File: src/rtl/pipeline_sequencer.sv
// ============================================================================
//  Module   : pipeline_sequencer
//  Purpose  : Run controller for the 5-stage MIPS pipeline. Starts execution,
//             selects free-run or single-step, detects END/FINISH opcodes in
//             decode, drains the in-flight instructions and reports done.
//  Options  : SEQ_WATCHDOG_EN - adds WDOG_LIMIT and the timeout output; a RUN
//             phase lasting WDOG_LIMIT cycles without a halt opcode is
//             forced into DRAIN.
//  Revision : 1.0 - initial release
// ============================================================================
`default_nettype none

module pipeline_sequencer #(
   parameter int unsigned CYCLE_W      = 32,
   parameter int unsigned DRAIN_CYCLES = 3,
   parameter logic [5:0]  OP_END       = 6'b111111,
   parameter logic [5:0]  OP_FINISH    = 6'b111110
`ifdef SEQ_WATCHDOG_EN
   ,parameter int unsigned WDOG_LIMIT  = 1_000_000
`endif
) (
   input  logic               clk,
   input  logic               reset,
   input  logic               start,
   input  logic               step_mode,
   input  logic               step,
   input  logic [5:0]         OpD,
   input  logic               stall,
   output logic               pc_en,
   output logic               pipe_en,
   output logic               inicio,
   output logic               running,
   output logic               done,
   output logic [CYCLE_W-1:0] cycle_count
`ifdef SEQ_WATCHDOG_EN
   ,output logic              timeout
`endif
);

   localparam int unsigned        DRN_W    = (DRAIN_CYCLES > 1) ? $clog2(DRAIN_CYCLES) : 1;
   localparam logic [DRN_W-1:0]   DRN_LOAD = DRN_W'(DRAIN_CYCLES - 1);
   localparam logic [CYCLE_W-1:0] CNT_MAX  = {CYCLE_W{1'b1}};

`ifdef SEQ_WATCHDOG_EN
   localparam int unsigned        WD_W     = $clog2(WDOG_LIMIT + 1);
   localparam logic [WD_W-1:0]    WD_LAST  = WD_W'(WDOG_LIMIT - 1);
`endif

   typedef enum logic [2:0] {
      S_IDLE      = 3'd0,
      S_RUN       = 3'd1,
      S_STEP_WAIT = 3'd2,
      S_STEP_EXEC = 3'd3,
      S_DRAIN     = 3'd4,
      S_DONE      = 3'd5
   } state_t;

   state_t               state_q, state_d;
   logic [CYCLE_W-1:0]   cnt_q, cnt_d, cnt_inc;
   logic [DRN_W-1:0]     drain_q, drain_d;
   logic                 step_q;
   logic                 pipe_en_q, inicio_q, running_q, done_q;
   logic                 halt_op, step_pulse;

`ifdef SEQ_WATCHDOG_EN
   logic [WD_W-1:0]      wdog_q, wdog_d;
   logic                 timeout_q, timeout_d;
`endif

   assign halt_op    = (OpD == OP_END) || (OpD == OP_FINISH);
   assign step_pulse = step && !step_q;
   assign cnt_inc    = (cnt_q == CNT_MAX) ? cnt_q : cnt_q + 1'b1;

   // PC advances only in executing states, and never past a halt or a stall
   assign pc_en = ((state_q == S_RUN) || (state_q == S_STEP_EXEC)) && !stall && !halt_op;

   // Next-state, cycle counter, drain counter and watchdog decisions
   always_comb begin
      state_d = state_q;
      cnt_d   = cnt_q;
      drain_d = drain_q;
`ifdef SEQ_WATCHDOG_EN
      wdog_d    = '0;
      timeout_d = timeout_q;
`endif
      case (state_q)
         S_IDLE: begin
            if (start) begin
               cnt_d   = '0;
               state_d = step_mode ? S_STEP_WAIT : S_RUN;
`ifdef SEQ_WATCHDOG_EN
               timeout_d = 1'b0;
`endif
            end
         end
         S_RUN: begin
            cnt_d = cnt_inc;
            if (halt_op && !stall) begin
               state_d = S_DRAIN;
               drain_d = DRN_LOAD;
            end
`ifdef SEQ_WATCHDOG_EN
            else if (!halt_op) begin
               if (wdog_q == WD_LAST) begin
                  state_d   = S_DRAIN;
                  drain_d   = DRN_LOAD;
                  timeout_d = 1'b1;
               end else begin
                  wdog_d = wdog_q + 1'b1;
               end
            end
`endif
         end
         S_STEP_WAIT: begin
            if (step_pulse) begin
               state_d = S_STEP_EXEC;
            end
         end
         S_STEP_EXEC: begin
            cnt_d = cnt_inc;
            if (halt_op && !stall) begin
               state_d = S_DRAIN;
               drain_d = DRN_LOAD;
            end else begin
               state_d = S_STEP_WAIT;
            end
         end
         S_DRAIN: begin
            cnt_d = cnt_inc;
            if (drain_q == '0) begin
               state_d = S_DONE;
            end else begin
               drain_d = drain_q - 1'b1;
            end
         end
         S_DONE: begin
            if (start) begin
               cnt_d   = '0;
               state_d = S_IDLE;
`ifdef SEQ_WATCHDOG_EN
               timeout_d = 1'b0;
`endif
            end
         end
         default: begin
            state_d = S_IDLE;
         end
      endcase
   end

   // State, counters, step edge register and outputs registered from next state
   always_ff @(posedge clk or posedge reset) begin
      if (reset) begin
         state_q   <= S_IDLE;
         cnt_q     <= '0;
         drain_q   <= '0;
         step_q    <= 1'b0;
         pipe_en_q <= 1'b0;
         inicio_q  <= 1'b1;
         running_q <= 1'b0;
         done_q    <= 1'b0;
`ifdef SEQ_WATCHDOG_EN
         wdog_q    <= '0;
         timeout_q <= 1'b0;
`endif
      end else begin
         state_q   <= state_d;
         cnt_q     <= cnt_d;
         drain_q   <= drain_d;
         step_q    <= step;
         pipe_en_q <= (state_d == S_RUN) || (state_d == S_STEP_EXEC) || (state_d == S_DRAIN);
         inicio_q  <= (state_d == S_IDLE) || (state_d == S_DRAIN) || (state_d == S_DONE);
         running_q <= (state_d == S_RUN) || (state_d == S_STEP_EXEC) || (state_d == S_DRAIN);
         done_q    <= (state_d == S_DONE);
`ifdef SEQ_WATCHDOG_EN
         wdog_q    <= wdog_d;
         timeout_q <= timeout_d;
`endif
      end
   end

   assign pipe_en     = pipe_en_q;
   assign inicio      = inicio_q;
   assign running     = running_q;
   assign done        = done_q;
   assign cycle_count = cnt_q;
`ifdef SEQ_WATCHDOG_EN
   assign timeout     = timeout_q;
`endif

endmodule

`default_nettype wire

File: config.mk
export PLATFORM = sky130hd
export DESIGN_NAME = pipeline_sequencer
export DESIGN_NICKNAME = d
export VERILOG_FILES = /design/src/rtl/pipeline_sequencer.sv
export SDC_FILE = /design/constraint.sdc
export NUM_CORES = 1
export LEC_CHECK = 0
export BUFFER_PORTS_ARGS = -buffer_cell sky130_fd_sc_hd__buf_4
export CAP_MARGIN = 20
export CORE_UTILIZATION = 50
export CTS_CLUSTER_DIAMETER = 200
export CTS_CLUSTER_SIZE = 8
export DETAILED_ROUTE_END_ITERATION = 6
export GPL_TIMING_DRIVEN = 0
export PLACE_DENSITY = 0.72
export SLEW_MARGIN = 10
export SYNTH_ARGS = -nofsm -noshare
export SYNTH_HDL_FRONTEND = slang
export SYNTH_SLANG_ARGS = --single-unit
File: constraint.sdc
create_clock -name clk -period 3.8 [get_ports clk]
set_input_delay 0.19 -clock clk [delete_from_list [all_inputs] [get_ports clk]]
set_output_delay 0.19 -clock clk [all_outputs]
set_load 0.02 [all_outputs]
=== Word-level counts from Yosys, hierarchy flattened ===
Cells that the tools add are included.

* Logic and storage cells: 62
* Output and inout port bits: 37
* Memories kept: 0
* Flip-flop bits (word level): 41
* RAM bits: 0
* Bits in read-only memories: 0
* Input bits: 12
* Bits in latches: 0

* Multipliers: 0
* Equality and inequality tests: 16
* Muxes and demuxes: 14
* Reductions and logical operators: 23
* Magnitude comparators: 0
* Add/sub/neg operators: 2
* Bitwise operators: 0
* Shift operators: 0
* Divide/modulo/power cells: 0

{| class="wikitable"
|+ Operators by type and width
! cell !! count
|-
| 2-to-1 mux 32 bit || 2
|-
| case mux 32 bit (2 select lines) || 1
|-
| adder 32 x 1 -> 32 bit (second input constant) || 1
|-
| equality test 32 bit (second input constant) || 1
|-
| 2-to-1 mux 3 bit || 6
|-
| case mux 3 bit (6 select lines) || 1
|-
| equality test 3 bit (second input constant) || 4
|-
| equality test 6 bit (second input constant) || 2
|-
| equality test 3 x 2 -> 1 bit (second input constant) || 3
|-
| equality test 3 x 1 -> 1 bit (second input constant) || 2
|-
| logical NOT 3 bit || 2
|-
| logical OR 1 bit || 6
|-
| 2-to-1 mux 2 bit || 3
|-
| AND reduction 3 bit || 2
|-
| logical AND 1 bit || 4
|-
| inequality test 2 x 1 -> 1 bit (second input constant) || 2
|-
| inequality test 2 bit (second input constant) || 2
|-
| case mux 2 bit (2 select lines) || 1
|-
| nonzero test 2 bit || 2
|-
| OR reduction 2 bit || 2
|-
| logical NOT 1 bit || 3
|-
| OR reduction 3 bit || 1
|-
| logical NOT 2 bit || 1
|-
| subtractor 2 x 1 -> 2 bit (second input constant) || 1
|}

=== Logic depth before layout (Yosys ltp) ===
* Depth in word-level cells: 8
* Gate-level depth with buffers: 7

=== Worst setup path before layout ===
No wires, ideal clock.

* Path kind: reg-to-reg
* Start point: reg cnt_q[0], in the netlist cycle_count[0]
* End point: reg cnt_q[7], in the netlist cycle_count[7]
* Path slack: 1732 ps
* Arrival time: 1931 ps
* Buffers on the path: 1
* Cell stages (with the launch flop): 8
* Required time: 3663 ps
* Period minus slack after synthesis: 2068 ps
* Cell sequence: dfrtp_1 ha_1 nand3_1 nor3_2 nand3_1 o21bai_1 buf_4 o41ai_1

* Word-level cells in the longest chain between the ends: 3

{| class="wikitable"
|+ Ends and longest elaborated chain
! element !! RTL line !! text
|-
| start: declaration || 59 || <nowiki>logic [CYCLE_W-1:0] cnt_q, cnt_d, cnt_inc;</nowiki>
|-
| start signal: assignment || 168 || <nowiki>cnt_q <= cnt_d;</nowiki>
|-
| adder 32 x 1 -> 32 bit / equality test 32 bit (equally long branches) || 72 || <nowiki>assign cnt_inc = (cnt_q == CNT_MAX) ? cnt_q : cnt_q + 1'b1;</nowiki>
|-
| 2-to-1 mux 32 bit / inequality test 2 bit (equally long branches) || n/a ||
|-
| case mux 32 bit (2 select lines) / AND reduction 3 bit (equally long branches) || n/a ||
|}

Parallel ways exist; a longest one is shown, timed or not. The select of a mux whose other input is x is not followed.
A chain may end at the register's enable or synchronous reset.

=== Final worst setup path ===
* Start point: reg cnt_q[0], in the netlist cycle_count[0]
* End point: reg cnt_q[5], in the netlist cycle_count[5]

The elaborated chain is that of the path after synthesis.

==> out/metrics.cfg <==
[sta]
finalSetupTns_ns=0
slew_headroom=0.469
hold_viol_final=0
fin_crit_sh=0.659
rsz0062_at_grt=false
finalSetupViolCount=0
slew_violations=0
tightest_slew_ns=0.790
fin_skew_ns=0.00468
fmax_mhz=399
fin_crit_ns=2.50

[grt]
track_usage=0.247
antenna_found_initial=0
first_global_vias=2095
grt_first_pass_wirelength_mm=10.0
grt_max_degree=38
overflow=0

[placement]
gp_congestion=0.878
dp_hpwl_mm=4.44
portBuffers=47

[drt]
vias=2385
wl_met3_microns=254
top_layer_used=met4
via_per_inst=6.05
ant_nets=0
wl_per_cell_microns=15.6
first_pass_iters=4
remaining_drc_errors=0
drtIter0Drc=122
wl_met1_mm=2.89
wl_met2_mm=2.91
wl_mm=6.13

[clock_network]
cts-root-buf=clkbuf_8
post_cts_resized=0
h-tree-depth=2
clk_pin_slew_ns=0.08
clock_sinks=41
numCtsBuffers=5
clock_path_buffers=2
clkLatencyLatePin_ns=0.29
cts_tree=yes

[die]
fp.dieH_microns=72.4
start_util=0.522
die_width_microns=72.4
io-pin-count=49
core_sq_um=4750
die_area_sq_um=5250
rows=25

[finish]
area_growth_pct=22.3
diodes=0
drive_above_1_share=0.248
nNetsFinal=341
fillers=433

[yosys]
synth_edf_count=0
avgSynthCellArea_sq_um=9.15
synth_cell_types=55
synth_top_area_share=0.404
syn-num-nets=285
ys.warnings.count=0
synth_area_sq_um=2480
async_flop_share=1.00
synthCells=271
netlist_top_cells_area=dfrtp_1 40%, o31ai_1 5.4%, o21ai_0 5.0%
yosysTopAreaCell=dfrtp_1
ys.flop_type=dfrtp_1
yosys_register_bits=41
synth_seq_area_share=0.414

[critical_path]
reg2reg_depth=7
critPathMaxFanout=10
worst_setup_path_end_kind=register
required_ns=3.97
cp.arrival_ns=2.67
critPathLaunchType=register
crit_type=register to register

[pwr]
p_leak_nw=1.28
worst_ir_drop_vdd_mv=0.328
power_mw=1.14
power_density_nw_per_um2=376

[min_path]
whs_path_depth=1
hp-class=input port to register

[run]
maxCapViolCount=0

[outcome]
outcome=finished, final reports clean

-- layer usage --
metal  up-vias  global-route usage
met1      1153               0.352
met2        67               0.385
met4         0              0.0784
met5         -                   0
li1       1157                   -
met3         8              0.0417
-- worst paths after layout --
check                                            start                     endpoint  slack, ns
min in group asynchronous                        reset       drain_q[1]$_DFFE_PP0P_       0.33
min reg2reg                cycle_count[11]$_DFFE_PP0P_  cycle_count[11]$_DFFE_PP0P_       0.54
min                                               step             step_q$_DFF_PP0_      0.009
max in group asynchronous                        reset  cycle_count[13]$_DFFE_PP0P_       3.07
max                         cycle_count[0]$_DFFE_PP0P_   cycle_count[5]$_DFFE_PP0P_       1.30
max reg2reg                 cycle_count[0]$_DFFE_PP0P_   cycle_count[5]$_DFFE_PP0P_       1.30
-- what timing repair did --
action                    CTS  global route
hold buffers                1             0
setup buffers               0             0
hold endpoints to repair    4             0
-- final cells by class --
class | count | area [sq um] | share of cell area
multi-input cells | 210 | 1340 | 0.443
flip-flops and latches | 41 | 1030 | 0.339
repair buffers | 49 | 383 | 0.126
plain buffers | 15 | 91.3 | 0.0301
clock buffers | 7 | 86.3 | 0.0285
well taps | 67 | 83.8 | 0.0276
inverters | 5 | 18.8 | 0.00619
-- sequential cells by signal (all words and copies together), names as in the netlist --
name         cells
cycle_count     32
state_q          3
drain_q          2
done             1
inicio           1
running          1
step_q           1
-- metrics by stage --
stage,area (sq um),util,hold slack (ns),cells,setup WS [ns]
floorplan,2480,-,0.221,271,1.73
global placement,2920,0.613,0.306,385,1.38
detailed placement,2940,0.618,0.0837,386,1.33
CTS,3030,0.638,0.00664,394,1.33
global route,3030,0.638,0.00145,394,1.06
finish,3030,0.638,0.00901,394,1.30
-- synth_stat cells (3+ instances only) --
| cell | count |
|---|---|
| a21oi_1 | 17 |
| nor2b_1 | 3 |
| a31oi_1 | 3 |
| o21ai_0 | 25 |
| dfrtp_1 | 40 |
| nand3_1 | 18 |
| o22ai_1 | 4 |
| nand4_1 | 10 |
| nand2_1 | 24 |
| a41oi_1 | 4 |
| o31ai_1 | 18 |
| and3_1 | 6 |
| and2_1 | 4 |
| clkbuf_1 | 4 |
| nor3_1 | 3 |
| nor2_1 | 21 |
| buf_4 | 4 |
| or3_1 | 3 |
| o41ai_1 | 8 |
| buf_2 | 3 |
| inv_1 | 5 |
-- where the power goes --
part	total (mW)	internal [mW]	leakage [nW]	switching, mW
combinational	0.292	0.126	0.701	0.167
sequential	0.561	0.483	0.538	0.0772
clock	0.288	0.144	0.0443	0.144
-- cell families (layout without fill, tap and decap cells) --
family                     Yosys count  after routing  synth area share
xor gates and xnor gates             1              1           0.00353
DFF                                 41             41             0.414
buffers and inverters               20             76            0.0444
adders and majority gates            2              2            0.0101
and+or+nand+nor                    116            116             0.280
AOI/OAI and AO/OA                   91             91             0.248
-- placed cells by master, fill, tap and decap left out, drive strengths merged, types with 2 or more instances in the layout --
cell type / synthesis / layout
and2: 4 / 4
nand2b: 2 / 2
nor4: 3 / 3
or4: 2 / 2
and4: 3 / 3
and3: 6 / 6
nor3: 6 / 6
o31ai: 19 / 19
or3: 4 / 4
clkbuf: 5 / 12
nor2b: 3 / 3
o41ai: 8 / 8
nand4: 13 / 13
dfrtp: 40 / 40
a41oi: 4 / 4
o22ai: 4 / 4
o311ai: 2 / 2
inv: 5 / 5
a31oi: 3 / 3
nand3: 18 / 18
buf: 10 / 58
nor2: 21 / 21
o21ai: 25 / 25
or4b: 2 / 2
o2111ai: 2 / 2
ha: 2 / 2
a21oi: 17 / 17
nand2: 25 / 25
nor3b: 2 / 2
-- worst max-delay path: stages (launching register included) --
cell	delay [ns]
dfrtp_1	0.45
ha_1	0.24
nand3_1	0.16
nor3_2	0.56
nand3_1	0.28
o21bai_1	0.32
buf_4	0.26
o31ai_1	0.09
Note: power is estimated with default switching activity, not from simulation.
